<file path="src/rtl/bp_me_latency_shaper.sv">
// Multi-channel programmable-latency delay with locked round-robin merge onto a single output.
// Each channel is a circular FIFO whose entries carry their own countdown to eligibility.

module bp_me_latency_shaper_chan #(
    parameter int width_p = 64,
    parameter int els_p   = 4,
    parameter int lat_w   = 8
) (
    input  logic               clk_i,
    input  logic               reset_n_i,
    input  logic               enq_i,
    input  logic [width_p-1:0] data_i,
    input  logic [lat_w-1:0]   lat_i,
    input  logic               deq_i,
    output logic               full_o,
    output logic               elig_n_o,
    output logic [width_p-1:0] head_n_o
);
    localparam int ptr_w = (els_p > 1) ? $clog2(els_p) : 1;
    localparam int cnt_w = $clog2(els_p + 1);

    logic [els_p-1:0][width_p-1:0] mem;
    logic [els_p-1:0][lat_w-1:0]   cd;
    logic [ptr_w-1:0]              rd, wr, rd_n;
    logic [cnt_w-1:0]              cnt, cnt_n;
    logic                          head_new;

    function automatic logic [ptr_w-1:0] wrap_inc(input logic [ptr_w-1:0] p);
        return (p == ptr_w'(els_p - 1)) ? '0 : p + 1'b1;
    endfunction

    assign full_o   = (cnt == cnt_w'(els_p));
    assign rd_n     = deq_i ? wrap_inc(rd) : rd;
    assign cnt_n    = cnt + cnt_w'(enq_i) - cnt_w'(deq_i);
    // The entry being written is the next head only when the FIFO drains to empty this edge.
    assign head_new = enq_i && (wr == rd_n);
    // Eligibility as it will be after this edge, so the registered grant lines up with countdown==0.
    assign elig_n_o = (cnt_n != '0) &&
                      (head_new ? (lat_i == '0) : (cd[rd_n] <= lat_w'(1)));
    assign head_n_o = head_new ? data_i : mem[rd_n];

    always_ff @(posedge clk_i or negedge reset_n_i) begin
        if (!reset_n_i) begin
            rd  <= '0;
            wr  <= '0;
            cnt <= '0;
            cd  <= '0;
        end else begin
            rd  <= rd_n;
            cnt <= cnt_n;
            if (enq_i) wr <= wrap_inc(wr);
            for (int i = 0; i < els_p; i++) begin
                if (enq_i && (wr == ptr_w'(i))) cd[i] <= lat_i;
                else if (cd[i] != '0)           cd[i] <= cd[i] - 1'b1;
            end
        end
    end

    always_ff @(posedge clk_i) begin
        if (enq_i) mem[wr] <= data_i;
    end
endmodule

module bp_me_latency_shaper #(
    parameter  int num_chan_p    = 2,
    parameter  int width_p       = 64,
    parameter  int els_p         = 4,
    parameter  int max_latency_p = 255,
    localparam int lat_w         = $clog2(max_latency_p + 1),
    localparam int chan_w        = (num_chan_p > 1) ? $clog2(num_chan_p) : 1
) (
    input  logic                          clk_i,
    input  logic                          reset_n_i,
    input  logic [lat_w-1:0]              latency_i,
    input  logic [num_chan_p*width_p-1:0] data_i,
    input  logic [num_chan_p-1:0]         v_i,
    output logic [num_chan_p-1:0]         ready_o,
    output logic [width_p-1:0]            data_o,
    output logic [chan_w-1:0]             chan_o,
    output logic                          v_o,
    input  logic                          yumi_i
);
    logic                                rdy_en;
    logic [lat_w-1:0]                    lat_clamp;
    logic [num_chan_p-1:0]               full, elig_n;
    logic [num_chan_p-1:0][width_p-1:0]  head_n;
    logic                                pop, sel_v;
    logic [chan_w-1:0]                   rr, base, sel;

    function automatic logic [chan_w-1:0] next_chan(input logic [chan_w-1:0] c);
        return (c == chan_w'(num_chan_p - 1)) ? '0 : c + 1'b1;
    endfunction

    assign lat_clamp = (int'(latency_i) > max_latency_p) ? lat_w'(max_latency_p) : latency_i;
    assign pop       = yumi_i & v_o;
    assign base      = pop ? next_chan(chan_o) : rr;

    for (genvar c = 0; c < num_chan_p; c++) begin : g_chan
        assign ready_o[c] = rdy_en & ~full[c];
        bp_me_latency_shaper_chan #(
            .width_p(width_p), .els_p(els_p), .lat_w(lat_w)
        ) u_chan (
            .clk_i    (clk_i),
            .reset_n_i(reset_n_i),
            .enq_i    (v_i[c] & ready_o[c]),
            .data_i   (data_i[c*width_p +: width_p]),
            .lat_i    (lat_clamp),
            .deq_i    (pop && (chan_o == chan_w'(c))),
            .full_o   (full[c]),
            .elig_n_o (elig_n[c]),
            .head_n_o (head_n[c])
        );
    end

    always_comb begin
        sel_v = 1'b0;
        sel   = base;
        for (int i = 0; i < num_chan_p; i++) begin
            if (!sel_v && elig_n[(int'(base) + i) % num_chan_p]) begin
                sel_v = 1'b1;
                sel   = chan_w'((int'(base) + i) % num_chan_p);
            end
        end
    end

    // v_o doubles as the grant lock: a new grant is only taken when idle or on acceptance.
    always_ff @(posedge clk_i or negedge reset_n_i) begin
        if (!reset_n_i) begin
            rdy_en <= 1'b0;
            v_o    <= 1'b0;
            data_o <= '0;
            chan_o <= '0;
            rr     <= '0;
        end else begin
            rdy_en <= 1'b1;
            if (pop) rr <= next_chan(chan_o);
            if (!v_o || pop) begin
                v_o <= sel_v;
                if (sel_v) begin
                    chan_o <= sel;
                    data_o <= head_n[sel];
                end
            end
        end
    end

`ifndef SYNTHESIS
    a_yumi_needs_v: assert property (@(posedge clk_i) disable iff (!reset_n_i) yumi_i |-> v_o);
`endif
endmodule

</file>
<file path="config.mk">
export PLATFORM = sky130hd
export DESIGN_NAME = bp_me_latency_shaper
export DESIGN_NICKNAME = d
export VERILOG_FILES = /design/src/rtl/bp_me_latency_shaper.sv
export SDC_FILE = /design/constraint.sdc
export NUM_CORES = 1
export LEC_CHECK = 0
export CORE_MARGIN = 4
export CORE_UTILIZATION = 45
export CTS_CLUSTER_SIZE = 12
export DETAILED_ROUTE_END_ITERATION = 10
export PLACE_DENSITY = 0.66
export SYNTH_ARGS = -nofsm -noshare
export SYNTH_HDL_FRONTEND = slang
export SYNTH_HIERARCHICAL = 1
export SYNTH_SLANG_ARGS = --single-unit
</file>
<file path="constraint.sdc">
create_clock -name clk_i -period 3.3 [get_ports clk_i]
set_input_delay 0.66 -clock clk_i [delete_from_list [all_inputs] [get_ports clk_i]]
set_output_delay 0.66 -clock clk_i [all_outputs]
set_load 0.02 [all_outputs]
</file>
==> results.json <==
{
  "status": "finished clean",
  "gp_congestion": 0.885,
  "grt_pass1_wl_um": 128000,
  "finClkSkew_ps": 19.2,
  "drc": 0,
  "clockBufferDepth": 3,
  "grt_pass1_vias": 21000,
  "fmax_ghz": 0.308,
  "drt_iter0_markers": 1958,
  "p_per_area_nw_per_um2": 1110,
  "globalRouteTotalUtil": 0.232,
  "io_pins": 209,
  "crit_path_end_kind": "flip-flop",
  "avgRoutedWirePerCell_um": 23.0,
  "synth_ff_type": "edfxtp_1",
  "fin_crit_sh": 0.983,
  "final_nets": 2941,
  "p_leak_nw": 13.9,
  "ant_nets": 0,
  "period_needed_ps": 3240,
  "syn_avg_cell_area_um2": 12.0,
  "antenna_found_initial": 8,
  "cp.arrival_ps": 3730,
  "netlist_area_um2": 30200,
  "vias_per_cell": 5.95,
  "cts.clk_slew.worst_paths_ps": 60,
  "globalRouteOverflowTotal": 0,
  "setup_violations": 0,
  "cts_root_buffer": "clkbuf_16",
  "ys_warn_count": 6,
  "synth_cell_type_count": 63,
  "cts_buffers": 72,
  "yosysTopAreaCell": "edfxtp_1",
  "cp.required_ps": 3780,
  "dp_hpwl_um": 54100,
  "cts_tree": "done",
  "crit_path_start_kind": "flip-flop",
  "die_area_um2": 71400,
  "place_area_um2": 34200,
  "finalHoldViolCount": 0,
  "peakVddDrop_v": 0.000936,
  "port_buffers": 208,
  "path_max_fanout": 7,
  "die_y_um": 267,
  "setup_tns_ps": 0,
  "cp_cell_sequence": "and3_4 > ha_4 > inv_4 > ha_4 > inv_2 > fa_2 > xnor2_2 > xnor2_2 > nor3_2 > a41o_1 > a21oi_4 > buf_12 > nand2b_4 > buf_12 > clkbuf_16 > a41oi_1 > a31oi_1",
  "via_count": 22000,
  "worstSetupPathType": "flip-flop to flip-flop",
  "synthArstFlopShare": 0.222,
  "core_area_um2": 66200,
  "yosys.area.top_type_share": 0.509,
  "rsz0062_at_grt": "yes",
  "rows": 94,
  "area_growth_syn_to_layout_pct": 23.5,
  "synthMostInstantiatedCell": "nand2_1",
  "drt_pass1_iterations": 5,
  "clk_latency_ps": 610,
  "synthTopCellsByCount": "nand2_1 (570), edfxtp_1 (512), a31oi_1 (195)",
  "ys_seq_elements": 658,
  "power_mw": 41.4,
  "netlist_top_cells_area": "edfxtp_1 (51%), dfrtp_1 (12%), nand2_1 (7.1%)",
  "slew_headroom": 0.398,
  "final_area_um2": 37300,
  "slowest_stage": "dfrtp_1",
  "synth_edf_count": 512,
  "tightest_slew_ps": 903,
  "cp_slowest_stage_delay_ps": 390,
  "routed_wl_um": 84800,
  "seq_area_frac_synth": 0.630,
  "synth_nets": 2689,
  "drive_gt1_frac": 0.168,
  "die_w_um": 267,
  "path_buf_inv": 5,
  "hp-class": "input pin to asynchronous set/reset pin",
  "synth_cells": 2524,
  "grt_max_degree": 91,
  "cts.sink_count": 658,
  "drv_cap": 0,
  "cp_top_family": "compound AO/OA/AOI/OAI gates",
  "finalMaxSlewViolations": 0,
  "cts.htree.levels": 3,
  "start_util": 0.456
}
[repair_timing]
item / CTS / global route
setup endpoints to repair: 66 / 65
gates cloned: 7 / 1
setup buffers: 24 / 3
endpoints found under the hold margin: 38 / 0
hold buffers: 1 / 0
gates resized for setup: 66 / 22
pin swaps: 42 / 26
[kinds of logic (layout without fill, tap and decap cells)]
| kind of cell | count (synthesis) | after routing | share of synthesized area |
|---|---|---|---|
| and+or+nand+nor | 936 | 936 | 0.147 |
| DFF | 658 | 658 | 0.630 |
| AOI/OAI and AO/OA | 492 | 492 | 0.108 |
| buffers and inverters | 237 | 538 | 0.0354 |
| muxes | 143 | 143 | 0.0589 |
| xor gates and xnor gates | 33 | 33 | 0.00981 |
| adders and majority gates | 24 | 24 | 0.0104 |
| other | 1 | 7 | 0.000124 |
[final cells by class]
class / count / area [um2]
clock inverters: 22 / 274
diodes: 6 / 15.0
well taps: 864 / 1080
clock buffers: 101 / 1960
repair buffers: 368 / 4090
flip-flops and latches: 658 / 19000
fillers: 5286 / 28900
multi-input cells: 1629 / 10700
inverters: 47 / 191
[layer usage]
metal  track usage  wire (um)  part of all wire  vias up
li1              -          -                 -     9929
met1         0.344      37000              0.44    11000
met2         0.347      38300              0.45      940
met3        0.0414       6910             0.081      132
met4        0.0832       2630             0.031        2
met5             0         12           0.00014        -
[cells in the final DEF (no fill, tap or decap), types with 61 or more instances in the layout]
master	count
nand2_1	570
edfxtp_1	512
clkdlybuf4s50_1	206
a31oi_1	195
dfrtp_1	146
and3_1	129
a21oi_1	116
buf_4	95
clkbuf_16	75
mux2_2	72
and3b_1	64
nor2_1	63
o311ai_1	61
[flip-flops by register name, summed over array words and instances, names as in the netlist]
name	flops
g_chan.u_chan/rd	4
v_o	1
g_chan.u_chan/mem	512
chan_o	1
rr	1
g_chan.u_chan/wr	4
g_chan.u_chan/cnt	6
rdy_en	1
data_o	64
g_chan.u_chan/cd	64
[worst paths after layout]
kind	from	endpoint	slack (ps)	cells past startpoint
worst min register to register	data_o[24]	data_o[24]	560	2
max in group asynchronous	reset_n_i	g_chan[0].u_chan/cd[5]	1930	3
worst max register to register	chan_o	data_o[10]	60	17
worst min-delay path	reset_n_i	g_chan[1].u_chan/cd[6]	540	2
worst max-delay path	chan_o	data_o[10]	60	17
min in group clk_i	data_o[24]	data_o[24]	560	2
[report_power, final]
part	leakage, nW	internal (mW)	switching (mW)
clock	1.08	4.55	3.20
sequential	6.32	10.6	1.18
combinational	6.54	9.61	12.2
[per-stage QoR]
stage	setup slack, ps	hold WS, ps	utilization	std cells
final	55.5	543	0.564	3695
after global routing	-99.0	583	0.563	3693
after CTS	0.0431	527	0.563	3688
after detailed placement	-1010	547	0.517	3533
after global placement	-959	539	0.517	3533
after floorplan	-115	364	-	2524
Note: power is estimated with default switching activity, not from simulation.
